## src/rtl/mem_sum_ctrl_if.sv

```systemverilog
// Bus between the sum controller, its requester and the 1024x16 data memory.
// The slave modport is the controller side; master is the requester/memory side.
interface mem_sum_ctrl_if #(
    parameter int ADDR_W = 10,
    parameter int DATA_W = 16
);
    logic              start;
    logic [ADDR_W-1:0] base_adr;
    logic [ADDR_W-1:0] count;
    logic [ADDR_W-1:0] dst_adr;
    logic [ADDR_W-1:0] adr;
    logic [DATA_W-1:0] wdata;
    logic              memwen;
    logic [DATA_W-1:0] rdata;
    logic              busy;
    logic              done;
    logic [DATA_W-1:0] sum;
    logic              ovf;

    modport slave (
        input  start, base_adr, count, dst_adr, rdata,
        output adr, wdata, memwen, busy, done, sum, ovf
    );

    modport master (
        output start, base_adr, count, dst_adr, rdata,
        input  adr, wdata, memwen, busy, done, sum, ovf
    );
endinterface

```

## src/rtl/mem_sum_ctrl.sv

```systemverilog
// Walks a run of consecutive memory words, sums them modulo 2^DATA_W and
// writes the sum back to a destination word. All outputs are registered.
module mem_sum_ctrl #(
    parameter int ADDR_W = 10,
    parameter int DATA_W = 16
) (
    input  logic            clk,
    input  logic            rst,
    mem_sum_ctrl_if.slave   bus
);
    typedef enum logic [1:0] {IDLE, READ, WRITE, DONE} state_t;

    state_t            state_q;
    logic [ADDR_W-1:0] adr_q;
    logic [ADDR_W-1:0] rem_q;
    logic [ADDR_W-1:0] dst_q;
    logic [DATA_W-1:0] acc_q;
    logic [DATA_W-1:0] sum_q;
    logic              ovf_q;
    logic              memwen_q;
    logic              done_q;
    logic [DATA_W:0]   acc_d;

    // Extra top bit carries the unsigned overflow of each partial add.
    assign acc_d = {1'b0, acc_q} + {1'b0, bus.rdata};

    // adr_q doubles as the read pointer while in READ.
    always_ff @(posedge clk) begin
        if (rst) begin
            state_q  <= IDLE;
            adr_q    <= '0;
            rem_q    <= '0;
            dst_q    <= '0;
            acc_q    <= '0;
            sum_q    <= '0;
            ovf_q    <= 1'b0;
            memwen_q <= 1'b0;
            done_q   <= 1'b0;
        end else begin
            case (state_q)
                IDLE: begin
                    if (bus.start) begin
                        acc_q <= '0;
                        ovf_q <= 1'b0;
                        rem_q <= bus.count;
                        dst_q <= bus.dst_adr;
                        if (bus.count != '0) begin
                            state_q <= READ;
                            adr_q   <= bus.base_adr;
                        end else begin
                            state_q  <= WRITE;
                            adr_q    <= bus.dst_adr;
                            memwen_q <= 1'b1;
                        end
                    end
                end
                READ: begin
                    acc_q <= acc_d[DATA_W-1:0];
                    ovf_q <= ovf_q | acc_d[DATA_W];
                    rem_q <= rem_q - 1'b1;
                    if (rem_q == ADDR_W'(1)) begin
                        state_q  <= WRITE;
                        adr_q    <= dst_q;
                        memwen_q <= 1'b1;
                    end else begin
                        adr_q <= adr_q + 1'b1;
                    end
                end
                WRITE: begin
                    state_q  <= DONE;
                    adr_q    <= '0;
                    memwen_q <= 1'b0;
                    done_q   <= 1'b1;
                    sum_q    <= acc_q;
                end
                default: begin
                    state_q <= IDLE;
                    done_q  <= 1'b0;
                end
            endcase
        end
    end

    assign bus.adr    = adr_q;
    assign bus.wdata  = acc_q;
    assign bus.memwen = memwen_q;
    assign bus.busy   = (state_q != IDLE);
    assign bus.done   = done_q;
    assign bus.sum    = sum_q;
    assign bus.ovf    = ovf_q;
endmodule

```

## src/flat_wrapper.sv

```systemverilog
// flat-port wrapper written by rule: the top's interface ports become plain ports
module mem_sum_ctrl_flat 
#(
    parameter int ADDR_W = 10,
    parameter int DATA_W = 16
)
  (clk, rst, bus_start, bus_base_adr, bus_count, bus_dst_adr, bus_rdata, bus_adr, bus_wdata, bus_memwen, bus_busy, bus_done, bus_sum, bus_ovf);
  mem_sum_ctrl_if #(.ADDR_W(ADDR_W), .DATA_W(DATA_W)) bus_i ();
  input  logic clk;
  input  logic rst;
  input wire logic [$bits(bus_i.start)-1:0] bus_start;
  input wire logic [$bits(bus_i.base_adr)-1:0] bus_base_adr;
  input wire logic [$bits(bus_i.count)-1:0] bus_count;
  input wire logic [$bits(bus_i.dst_adr)-1:0] bus_dst_adr;
  input wire logic [$bits(bus_i.rdata)-1:0] bus_rdata;
  output wire logic [$bits(bus_i.adr)-1:0] bus_adr;
  output wire logic [$bits(bus_i.wdata)-1:0] bus_wdata;
  output wire logic [$bits(bus_i.memwen)-1:0] bus_memwen;
  output wire logic [$bits(bus_i.busy)-1:0] bus_busy;
  output wire logic [$bits(bus_i.done)-1:0] bus_done;
  output wire logic [$bits(bus_i.sum)-1:0] bus_sum;
  output wire logic [$bits(bus_i.ovf)-1:0] bus_ovf;
  assign bus_i.start = bus_start;
  assign bus_i.base_adr = bus_base_adr;
  assign bus_i.count = bus_count;
  assign bus_i.dst_adr = bus_dst_adr;
  assign bus_i.rdata = bus_rdata;
  assign bus_adr = bus_i.adr;
  assign bus_wdata = bus_i.wdata;
  assign bus_memwen = bus_i.memwen;
  assign bus_busy = bus_i.busy;
  assign bus_done = bus_i.done;
  assign bus_sum = bus_i.sum;
  assign bus_ovf = bus_i.ovf;
  mem_sum_ctrl #(.ADDR_W(ADDR_W), .DATA_W(DATA_W)) u_core (.clk(clk), .rst(rst), .bus(bus_i));
endmodule
```

## config.mk

```make
export PLATFORM = sky130hd
export DESIGN_NAME = mem_sum_ctrl_flat
export DESIGN_NICKNAME = d
export VERILOG_FILES = /design/src/rtl/mem_sum_ctrl_if.sv /design/src/rtl/mem_sum_ctrl.sv /design/src/flat_wrapper.sv
export SDC_FILE = /design/constraint.sdc
export NUM_CORES = 1
export LEC_CHECK = 0
export CAP_MARGIN = 20
export CORE_MARGIN = 8
export CORE_UTILIZATION = 40
export DETAILED_ROUTE_END_ITERATION = 8
export GPL_ROUTABILITY_DRIVEN = 0
export PLACE_DENSITY = 0.66
export SLEW_MARGIN = 30
export SYNTH_ARGS = -nofsm -noshare
export SYNTH_HDL_FRONTEND = slang
export SYNTH_SLANG_ARGS = --single-unit
```

## constraint.sdc

```tcl
create_clock -name clk -period 3.5 [get_ports clk]
set_clock_uncertainty 0.05 [all_clocks]
set_input_delay 0.35 -clock clk [delete_from_list [all_inputs] [get_ports clk]]
set_output_delay 0.35 -clock clk [all_outputs]
set_load 0.005 [all_outputs]
```

==> results_dict.tcl <==
set metrics [dict create \
    synth_warnings 0 \
    critPathKind "input pin to flop" \
    endpoint "u_core.bus.wdata[12]" \
    nNetsFinal 638 \
    port_buffers 94 \
    cts_setup_buffers 0 \
    ys_ff_latch 67 \
    layout_min_cycle_time_ps 2400 \
    cp-start-kind "input pin" \
    post-place-ws_ps 756 \
    rrSetupSlack_ps 1150 \
    insertion_delay_ps 350 \
    critPathLaunch "bus_rdata[0]" \
    vias_per_cell 5.31 \
    synth_top_cells_by_count "67 x dfxtp_1, 56 x nand2_1, 55 x nor2_1" \
    async_reset_ff_frac 0 \
    grt_pass1_wl_mm 18.5 \
    fp.dieH_um 114 \
    drive_above_1_share 0.0738 \
    crit_fanout 4 \
    r2r_cells 9 \
    r2r-start "u_core.bus.wdata[0]" \
    dieArea_sq_um 13100 \
    antenna_found_initial 0 \
    relSlewSlack 0.579 \
    busiest_layer "met2" \
    wl_per_cell_um 15.8 \
    status "completed" \
    worst-endpoint-required_ps 3660 \
    cts_buffers 9 \
    synth.most_common_cell "dfxtp_1" \
    h-tree-depth 3 \
    gr-total-overflow 0 \
    cts_sinks 67 \
    synth_area_leaders "dfxtp_1 35%, ha_1 7.8%, mux2i_1 7.5%, nand2_1 5.4%, nor2_1 5.3%" \
    fmax_mhz 416 \
    final.setup.tns_ps 0 \
    num_antenna_cells 0 \
    hold_path.class "input pin to flop" \
    clk_pin_slew_ps 80 \
    dieWidth_um 114 \
    ctsRootBufferMaster "clkbuf_8" \
    maxSlewViolCount 0 \
    synth_top_flop_cell "dfxtp_1" \
    power_leakage_nw 2.01 \
    grt_max_degree 36 \
    grt_use_met2 0.287 \
    initial_core_util 0.403 \
    clock_path_buffers 2 \
    r2r_end "u_core.bus.wdata[12]" \
    worstPathArrival_ps 2570 \
    layout_setup_ws_ps 1100 \
    drv_cap 0 \
    yosysTopAreaCellShare 0.347 \
    hold_violations 0 \
    use_met1 0.213 \
    place.detailed.hpwl_mm 8.12 \
    worst_slew_pin_slew_ps 631 \
    cts.repair.resized 0 \
    core_sq_um 9590 \
    rows 36 \
    worst_setup_path_end_kind "flop" \
    fin_crit_sh 0.687 \
    setup_viol 0 \
    grt_usage 0.175 \
    synth-edff-count 0 \
    synth_cell_types 54 \
    area_growth_pct 32.7 \
    syn_avg_cell_area_sq_um 8.15 \
    vias 3727 \
    ant_nets 0 \
    power-per-cell-area_nw_per_um2 673 \
    synth.net_count 548 \
    cts_tree "yes" \
    totalWireLength_mm 11.1 \
    fill_cells 941 \
    met3_usage 0.0533 \
    rsz0062_at_grt "false" \
    synth_area_sq_um 3860 \
    drc 0 \
    peakVddDrop_mv 0.305 \
    grt_pass1_vias 3755 \
    cts_hold_buf 0 \
    synthCells 474 \
    synth_top_area_cell "dfxtp_1" \
    io_pins 95 \
    drtIter0Drc 128 \
    firstDrtPassIters 4 \
    seq_area_frac_synth 0.347 \
]
through the flow:
stage,util,hold WS [ps],power [mW],std cells,cell area [sq um]
3_5_place_dp,0.515,397,2.81,686,4940
6_report,0.535,345,3.45,702,5130
5_1_grt,0.535,356,3.74,702,5130
3_3_place_gp,0.514,392,2.78,686,4930
2_1_floorplan,-,383,2.20,474,3860
4_1_cts,0.535,339,3.47,702,5130
cell usage in the layout, fill, tap and decap left out, types with 5 or more instances in the layout:
master,Yosys,layout
nor2b_1,5,5
o21ai_0,31,31
clkdlybuf4s50_1,0,93
ha_1,24,23
o221a_2,9,9
nor2_1,55,55
clkbuf_8,0,9
mux2i_1,29,29
a211oi_1,15,15
nand3_1,12,12
buf_4,0,8
dfxtp_1,67,67
nor3_1,5,5
nand2_1,56,56
nand2b_1,8,8
xor2_1,11,11
a22oi_1,7,7
inv_1,13,13
o22ai_1,5,5
a21oi_1,40,40
logic make-up after synthesis:
group	Yosys count	synth area share
xor gates and xnor gates	14	0.0317
AOI/OAI and AO/OA	137	0.232
and+or+nand+nor	165	0.193
buffers and inverters	37	0.0376
muxes	29	0.0751
DFF	67	0.347
adders and majority gates	25	0.0829
area by class of cell:
class | count | area (sq um) | share of cell area
multi-input combinational | 370 | 2380 | 0.464
timing repair buffer | 102 | 996 | 0.194
tap | 133 | 166 | 0.0324
clock inverter | 7 | 68.8 | 0.0134
sequential | 67 | 1340 | 0.261
clock buffer | 9 | 124 | 0.0241
inverter | 14 | 52.6 | 0.0102
routing by layer:
metal	share of wire	wire, um
met1	0.47	5240
met2	0.46	5060
met3	0.060	670
met4	0.012	138
met5	0	0
flip-flops by register name, indices dropped and copies added (netlist names):
signal             count
u_core.bus.sum        16
u_core.rem_q          10
u_core.bus.wdata      16
u_core.bus.done        1
u_core.bus.adr        10
u_core.dst_q          10
u_core.bus.memwen      1
u_core.bus.ovf         1
u_core.state_q         2
worst min path at each step:
stage / start / cells past startpoint / to
after global routing: rst / 2 / u_core.bus.adr[1]
after detailed placement: u_core.dst_q[5] / 2 / u_core.dst_q[5]
after floorplan: u_core.dst_q[6] / 2 / u_core.dst_q[6]
after global placement: u_core.dst_q[5] / 2 / u_core.dst_q[5]
final: rst / 2 / u_core.bus.memwen
after CTS: rst / 2 / u_core.bus.memwen
critical path: stages:
cell and delay (ps):
clkdlybuf4s50_1 460, ha_1 170, inv_1 60, fa_1 370
nand2b_2 210, a21oi_2 230, nand2_1 70, a31oi_1 370
xnor2_1 170, o21ai_0 100
power by group:
part	switching (mW)	internal, mW
Sequential	0.202	0.948
Combinational	0.893	0.762
Clock	0.323	0.326
Power figures use the tool's default switching activity.
